--- config.mk ---
export PLATFORM = sky130hd
export DESIGN_NAME = collision_scan_ctrl
export DESIGN_NICKNAME = d
export VERILOG_FILES = /design/src/rtl/collision_pkg.sv /design/src/rtl/coll_valid_pipe.sv /design/src/rtl/collision_scan_ctrl.sv
export SDC_FILE = /design/constraint.sdc
export NUM_CORES = 1
export LEC_CHECK = 0
export CAP_MARGIN = 20
export CELL_PAD_IN_SITES_DETAIL_PLACEMENT = 0
export CELL_PAD_IN_SITES_GLOBAL_PLACEMENT = 2
export CORE_AREA = 5 5 103 105
export CTS_CLUSTER_SIZE = 8
export DETAILED_ROUTE_END_ITERATION = 8
export DIE_AREA = 0 0 108 110
export PLACE_DENSITY = 0.84
export SLEW_MARGIN = 20
export SYNTH_ARGS = -nofsm -noshare
export SYNTH_HDL_FRONTEND = slang
export SYNTH_SLANG_ARGS = --single-unit
--- constraint.sdc ---
create_clock -name clk -period 1.6 [get_ports clk]
set_input_delay 0.16 -clock clk [delete_from_list [all_inputs] [get_ports clk]]
set_output_delay 0.16 -clock clk [all_outputs]
set_load 0.05 [all_outputs]
--- src/rtl/collision_pkg.sv ---
// Shared types and constants for the collision scan controller and its pipeline.
package collision_pkg;

    typedef enum logic [1:0] {
        IDLE  = 2'd0,
        SCAN  = 2'd1,
        DRAIN = 2'd2,
        DONE  = 2'd3
    } state_t;

    localparam int COLL_DOWN  = 0;
    localparam int COLL_UP    = 1;
    localparam int COLL_RIGHT = 2;
    localparam int COLL_LEFT  = 3;

    localparam int X_W = 10;
    localparam int Y_W = 9;

endpackage

--- src/rtl/coll_valid_pipe.sv ---
// DEPTH-stage shift register that carries per-tile sideband (valid, enable, address tag)
// alongside the ROM read and checker latency.
module coll_valid_pipe #(
    parameter int DEPTH = 2,
    parameter int W     = 1
) (
    input  logic         clk,
    input  logic         rst_n,
    input  logic [W-1:0] d_i,
    output logic [W-1:0] q_o
);

    logic [W-1:0] stage_q [DEPTH];

    always_ff @(posedge clk or negedge rst_n) begin
        if (!rst_n) begin
            for (int i = 0; i < DEPTH; i++) begin
                stage_q[i] <= '0;
            end
        end else begin
            stage_q[0] <= d_i;
            for (int i = 1; i < DEPTH; i++) begin
                stage_q[i] <= stage_q[i-1];
            end
        end
    end

    assign q_o = stage_q[DEPTH-1];

endmodule

--- src/rtl/collision_scan_ctrl.sv ---
// Per-frame scheduler that walks the tile ROM through the single collision checker and
// OR-accumulates its side flags. Define COLL_LAND_IDX_EN to also report the landing tile index.
module collision_scan_ctrl
    import collision_pkg::*;
#(
    parameter int NUM_TILES = 64,
    parameter int IDX_W     = 6,
    parameter int PIPE_LAT  = 2
) (
    input  logic             clk,
    input  logic             rst_n,
    input  logic             frame_start,
    input  logic [X_W-1:0]   x_blue_in,
    input  logic [Y_W-1:0]   y_blue_in,
    output logic [IDX_W-1:0] tile_addr,
    input  logic [X_W-1:0]   tile_x,
    input  logic [Y_W-1:0]   tile_y,
    input  logic             tile_en,
    output logic [X_W-1:0]   x_blue,
    output logic [Y_W-1:0]   y_blue,
    output logic [X_W-1:0]   x_ground,
    output logic [Y_W-1:0]   y_ground,
    input  logic [3:0]       is_Collision,
    output logic [3:0]       coll_flags,
    output logic             done,
    output logic             busy
`ifdef COLL_LAND_IDX_EN
    ,
    output logic [IDX_W-1:0] land_idx,
    output logic             land_valid
`endif
);

    localparam int CNT_W = IDX_W + 1;
    localparam int DRN_W = $clog2(PIPE_LAT + 1);
`ifdef COLL_LAND_IDX_EN
    localparam int PIPE_W = 1 + IDX_W;
`else
    localparam int PIPE_W = 1;
`endif

    state_t             state_q;
    logic [CNT_W-1:0]   cnt_q;
    logic [DRN_W-1:0]   drn_q;
    logic [X_W-1:0]     xb_q;
    logic [Y_W-1:0]     yb_q;
    logic [3:0]         acc_q;
    logic [3:0]         acc_d;
    logic [3:0]         flags_q;
    logic               done_q;
    logic               busy_q;
    logic [PIPE_W-1:0]  pipe_d;
    logic [PIPE_W-1:0]  pipe_q;
    logic               en_q;
    logic               hit;

    // Valid (and address tag) enter at issue; tile_en joins one stage later with the ROM data.
`ifdef COLL_LAND_IDX_EN
    logic [IDX_W-1:0]   land_acc_q;
    logic [IDX_W-1:0]   land_acc_d;
    logic [IDX_W-1:0]   land_idx_q;
    logic               land_valid_q;

    assign pipe_d = {state_q == SCAN, tile_addr};
`else
    assign pipe_d = (state_q == SCAN);
`endif

    coll_valid_pipe #(.DEPTH(PIPE_LAT), .W(PIPE_W)) u_vld_pipe (
        .clk   (clk),
        .rst_n (rst_n),
        .d_i   (pipe_d),
        .q_o   (pipe_q)
    );

    coll_valid_pipe #(.DEPTH(PIPE_LAT - 1), .W(1)) u_en_pipe (
        .clk   (clk),
        .rst_n (rst_n),
        .d_i   (tile_en),
        .q_o   (en_q)
    );

    assign hit   = pipe_q[PIPE_W-1] & en_q;
    assign acc_d = hit ? (acc_q | is_Collision) : acc_q;

`ifdef COLL_LAND_IDX_EN
    // Tiles arrive in ascending address order, so the first down hit is the lowest index.
    assign land_acc_d = (hit && is_Collision[COLL_DOWN] && !acc_q[COLL_DOWN])
                        ? pipe_q[IDX_W-1:0] : land_acc_q;
    assign land_idx   = land_idx_q;
    assign land_valid = land_valid_q;
`endif

    always_ff @(posedge clk or negedge rst_n) begin
        if (!rst_n) begin
            state_q      <= IDLE;
            cnt_q        <= '0;
            drn_q        <= '0;
            xb_q         <= '0;
            yb_q         <= '0;
            acc_q        <= '0;
            flags_q      <= '0;
            done_q       <= 1'b0;
            busy_q       <= 1'b0;
`ifdef COLL_LAND_IDX_EN
            land_acc_q   <= '0;
            land_idx_q   <= '0;
            land_valid_q <= 1'b0;
`endif
        end else begin
            acc_q  <= acc_d;
            done_q <= 1'b0;
`ifdef COLL_LAND_IDX_EN
            land_acc_q <= land_acc_d;
`endif
            case (state_q)
                IDLE: begin
                    if (frame_start) begin
                        xb_q    <= x_blue_in;
                        yb_q    <= y_blue_in;
                        acc_q   <= '0;
                        cnt_q   <= '0;
                        busy_q  <= 1'b1;
                        state_q <= SCAN;
`ifdef COLL_LAND_IDX_EN
                        land_acc_q <= '0;
`endif
                    end
                end
                SCAN: begin
                    if (cnt_q == CNT_W'(NUM_TILES - 1)) begin
                        drn_q   <= '0;
                        state_q <= DRAIN;
                    end else begin
                        cnt_q <= cnt_q + CNT_W'(1);
                    end
                end
                DRAIN: begin
                    // Publish on the edge that folds in the last tile so done and the flags coincide.
                    if (drn_q == DRN_W'(PIPE_LAT - 1)) begin
                        flags_q <= acc_d;
                        done_q  <= 1'b1;
                        state_q <= DONE;
`ifdef COLL_LAND_IDX_EN
                        land_idx_q   <= land_acc_d;
                        land_valid_q <= acc_d[COLL_DOWN];
`endif
                    end else begin
                        drn_q <= drn_q + DRN_W'(1);
                    end
                end
                DONE: begin
                    busy_q  <= 1'b0;
                    state_q <= IDLE;
                end
                default: state_q <= IDLE;
            endcase
        end
    end

    assign tile_addr  = cnt_q[IDX_W-1:0];
    assign x_blue     = xb_q;
    assign y_blue     = yb_q;
    assign x_ground   = tile_x;
    assign y_ground   = tile_y;
    assign coll_flags = flags_q;
    assign done       = done_q;
    assign busy       = busy_q;

endmodule
==> metrics.csv <==
stage;metric;value;unit
global_route;grt_max_degree;25;
sta;max_slew_margin;62.8;%
sta;grt_setup_unrepaired;no;
critical_path;path_max_fanout;12;
sta;max_slew.worst_pin.slew;0.559;ns
cells_and_area;diodes;0;
power;power_leakage;1.24;nW
global_route;grt_pass1_wl;6980;µm
sta;fin_skew;0.00790;ns
sta;setup_viol;0;
drt;avgRoutedWirePerCell;12.5;µm
synthesis;syn_inst;173;
cells_and_area;stdcell_area;0.00278;mm²
sta;fin_crit;1.53;ns
drt;antenna_left;0;
critical_path;crit_family;flip-flops;
power;switchingPower;0.000382;W
critical_path;critical_path_class;reg -> reg;
min_path;hold_path.class;in -> reg;
die;die_h;110;µm
synthesis;yosysWarnings;0;
critical_path;slowest_delay;0.41;ns
power;p_sw_share;19.2;%
sta;drv_slew;0;
place;gp_congestion;0.730;
global_route;grt_use_total;7.38;%
clocking;cts_max_path_buffers;2;
critical_path;crit_required;1.78;ns
place;place_area;0.00262;mm²
drt;firstDrtPassIters;4;
job;cap_violations;0;
synthesis;netlist_area;0.00203;mm²
synthesis;yosysSeqAreaShare;52.9;%
global_route;grt_pass1_vias;1408;
power;power.density;715;mW/mm²
cells_and_area;fin_nets;273;
drt;drc;0;
drt;wirelength;4400;µm
clocking;clock-sinks;43;
drt;drt-initial-drc-count;61;
power;clkPwrFrac;40.6;%
synthesis;yosysMostFrequentCell;dfrtp_1;
place;place.detailed.hpwl;3280;µm
power;seq_power_share;54.8;%
synthesis;netlist_top_cells_count;dfrtp_1 (43), buf_4 (25), mux2_2 (20), nor2_1 (14);
global_route;grt_antenna_before_repair;0;
cells_and_area;syn2layout_area_growth;36.5;%
critical_path;path_cells;inv_1, ha_2, and2_4, clkbuf_16, mux2_2;
sta;setup_tns;0;ns
cells_and_area;drive_gt1_share;36.4;%
status;status;completed;
die;dieArea;0.0119;mm²
sta;hold_viol;0;
clocking;cts.clk_slew.worst_paths;0.08;ns
synthesis;yosys.area.top_type;dfrtp_1;
synthesis;yosysUniqueCellTypes;31;
clocking;clk_latency;0.29;ns
synthesis;synth_seq_cells;43;
clocking;cts.htree.levels;2;
power;internal_power;0.00161;W
die;fp.dieW;108;µm
synthesis;synth_area_leaders;dfrtp_1 (53%), mux2_2 (11%), buf_4 (9.2%);
synthesis;syn_nets;226;
drt;via_per_inst;3.85;
critical_path;cp-end-kind;flop;
sta;period_share;95.5;%
synthesis;synth_enable_flop_cells;0;
drt;vias;1360;
critical_path;critPathBufInv;2;
die;initial_core_util;21.3;%
power;combPwrFrac;4.6;%
clocking;cts_made_buffers;5;
die;coreArea;0.00955;mm²
synthesis;synth_area_per_cell;11.8;µm²
synthesis;ys_async_sr_fraction;100;%
critical_path;arrival;1.71;ns
power;vdd_drop_max;0.282;mV
synthesis;synthFlopType;dfrtp_1;
critical_path;cp-start-kind;flop;
die;rows;36;
sta;max_freq;0.654;GHz
die;ios;96;
place;io_buffers;57;
global_route;overflow;0;
synthesis;synth_top_area_share;52.9;%
critical_path;slowest_stage;dfrtp_1;
clocking;cts_tree;yes;
clocking;root_buffer;clkbuf_8;
area by class of cell:
cell class | count | area, µm²
Fill cell | 1014 | 6770
Timing Repair Buffer | 70 | 668
Clock inverter | 1 | 30.0
Multi-Input combinational cell | 93 | 738
Tap cell | 133 | 166
Sequential cell | 43 | 1080
Inverter | 7 | 26.3
Clock buffer | 6 | 72.6
worst paths after layout:
kind                                        from        endpoint  slack [ns]  cells past startpoint
setup / recovery                      state_q[0]       x_blue[5]        0.07                      5
hold / removal                           tile_en   u_en_pipe.q_o        0.32                      1
setup reg to reg                      state_q[0]       x_blue[5]        0.07                      5
hold reg to reg            u_vld_pipe.stage_q[1]  u_vld_pipe.q_o        0.36                      0
max in group asynchronous                  rst_n        cnt_q[6]        0.70                      3
min in group asynchronous                  rst_n   coll_flags[1]        0.39                      2
state kept, by name, summed over array words and instances (netlist names):
| name | flops |
|---|---|
| drn_q | 2 |
| done | 1 |
| u_vld_pipe.stage_q | 1 |
| u_vld_pipe.q_o | 1 |
| y_blue | 9 |
| u_en_pipe.q_o | 1 |
| x_blue | 10 |
| busy | 1 |
| cnt_q | 7 |
| acc_q | 4 |
| coll_flags | 4 |
| state_q | 2 |
through the flow:
step	instances	hold WS, ns	setup WS [ns]	total power [W]	util [%]
6_report	353	0.320	0.0712	0.00199	29.1
5_1_grt	353	0.292	0.0104	0.00208	29.1
4_1_cts	352	0.308	0.0310	0.00203	28.6
3_5_place_dp	344	0.194	0.0382	0.00120	27.5
3_3_place_gp	344	0.181	0.0636	0.00120	27.5
2_1_floorplan	173	-0.136	0.0121	0.00124	-
logic make-up after synthesis:
family | after synthesis | synth area share (%)
AND/OR/NAND/NOR | 35 | 9.23
adder cells (fa/ha/maj) | 7 | 4.30
buffers and inverters | 37 | 11.7
AO/OA/AOI/OAI | 30 | 10.1
flip-flops | 43 | 52.9
multiplexers | 21 | 11.8
power by group through the flow:
stage | registers [W] | logic (W) | clock network [W]
final | 0.00109 | 0.0000915 | 0.000807
after global routing | 0.00109 | 0.000102 | 0.000887
after CTS | 0.00109 | 0.0000948 | 0.000844
after detailed placement | 0.00111 | 0.0000921 | 0
after global placement | 0.00111 | 0.0000925 | 0
after floorplan | 0.00111 | 0.000129 | 0
timing repair:
action                                  4_1_cts  5_1_grt
endpoints found under the hold margin        23        0
gates resized for setup                       0        6
setup buffers                                 0        0
endpoints found under the setup margin        0       27
hold buffers                                  1        0
routing by layer:
layer | track usage (%) | routed length [µm]
met5 | 0 | 0
met4 | 2.71 | 53
met3 | 3.49 | 505
met2 | 11.9 | 1920
met1 | 8.62 | 1920
worst reg2reg max path: stages (launching register included):
cell       delay (ns)
dfrtp_1          0.41
inv_1            0.13
ha_2             0.21
and2_4           0.18
clkbuf_16        0.17
mux2_2           0.33
cells in the final DEF, fill, tap and decap left out, drive strengths merged, types with 3 or more instances in the layout:
master          n
nor2           14
dfrtp          43
a21oi           5
clkbuf          7
a31oi           4
clkdlybuf4s50  25
and2            4
buf            43
o21a            3
nand2           5
ha              7
nand3           4
nand2b          3
o31ai           3
mux2           21
o21ai           9
inv             7
No activity file was read; power rests on OpenSTA's default activity.
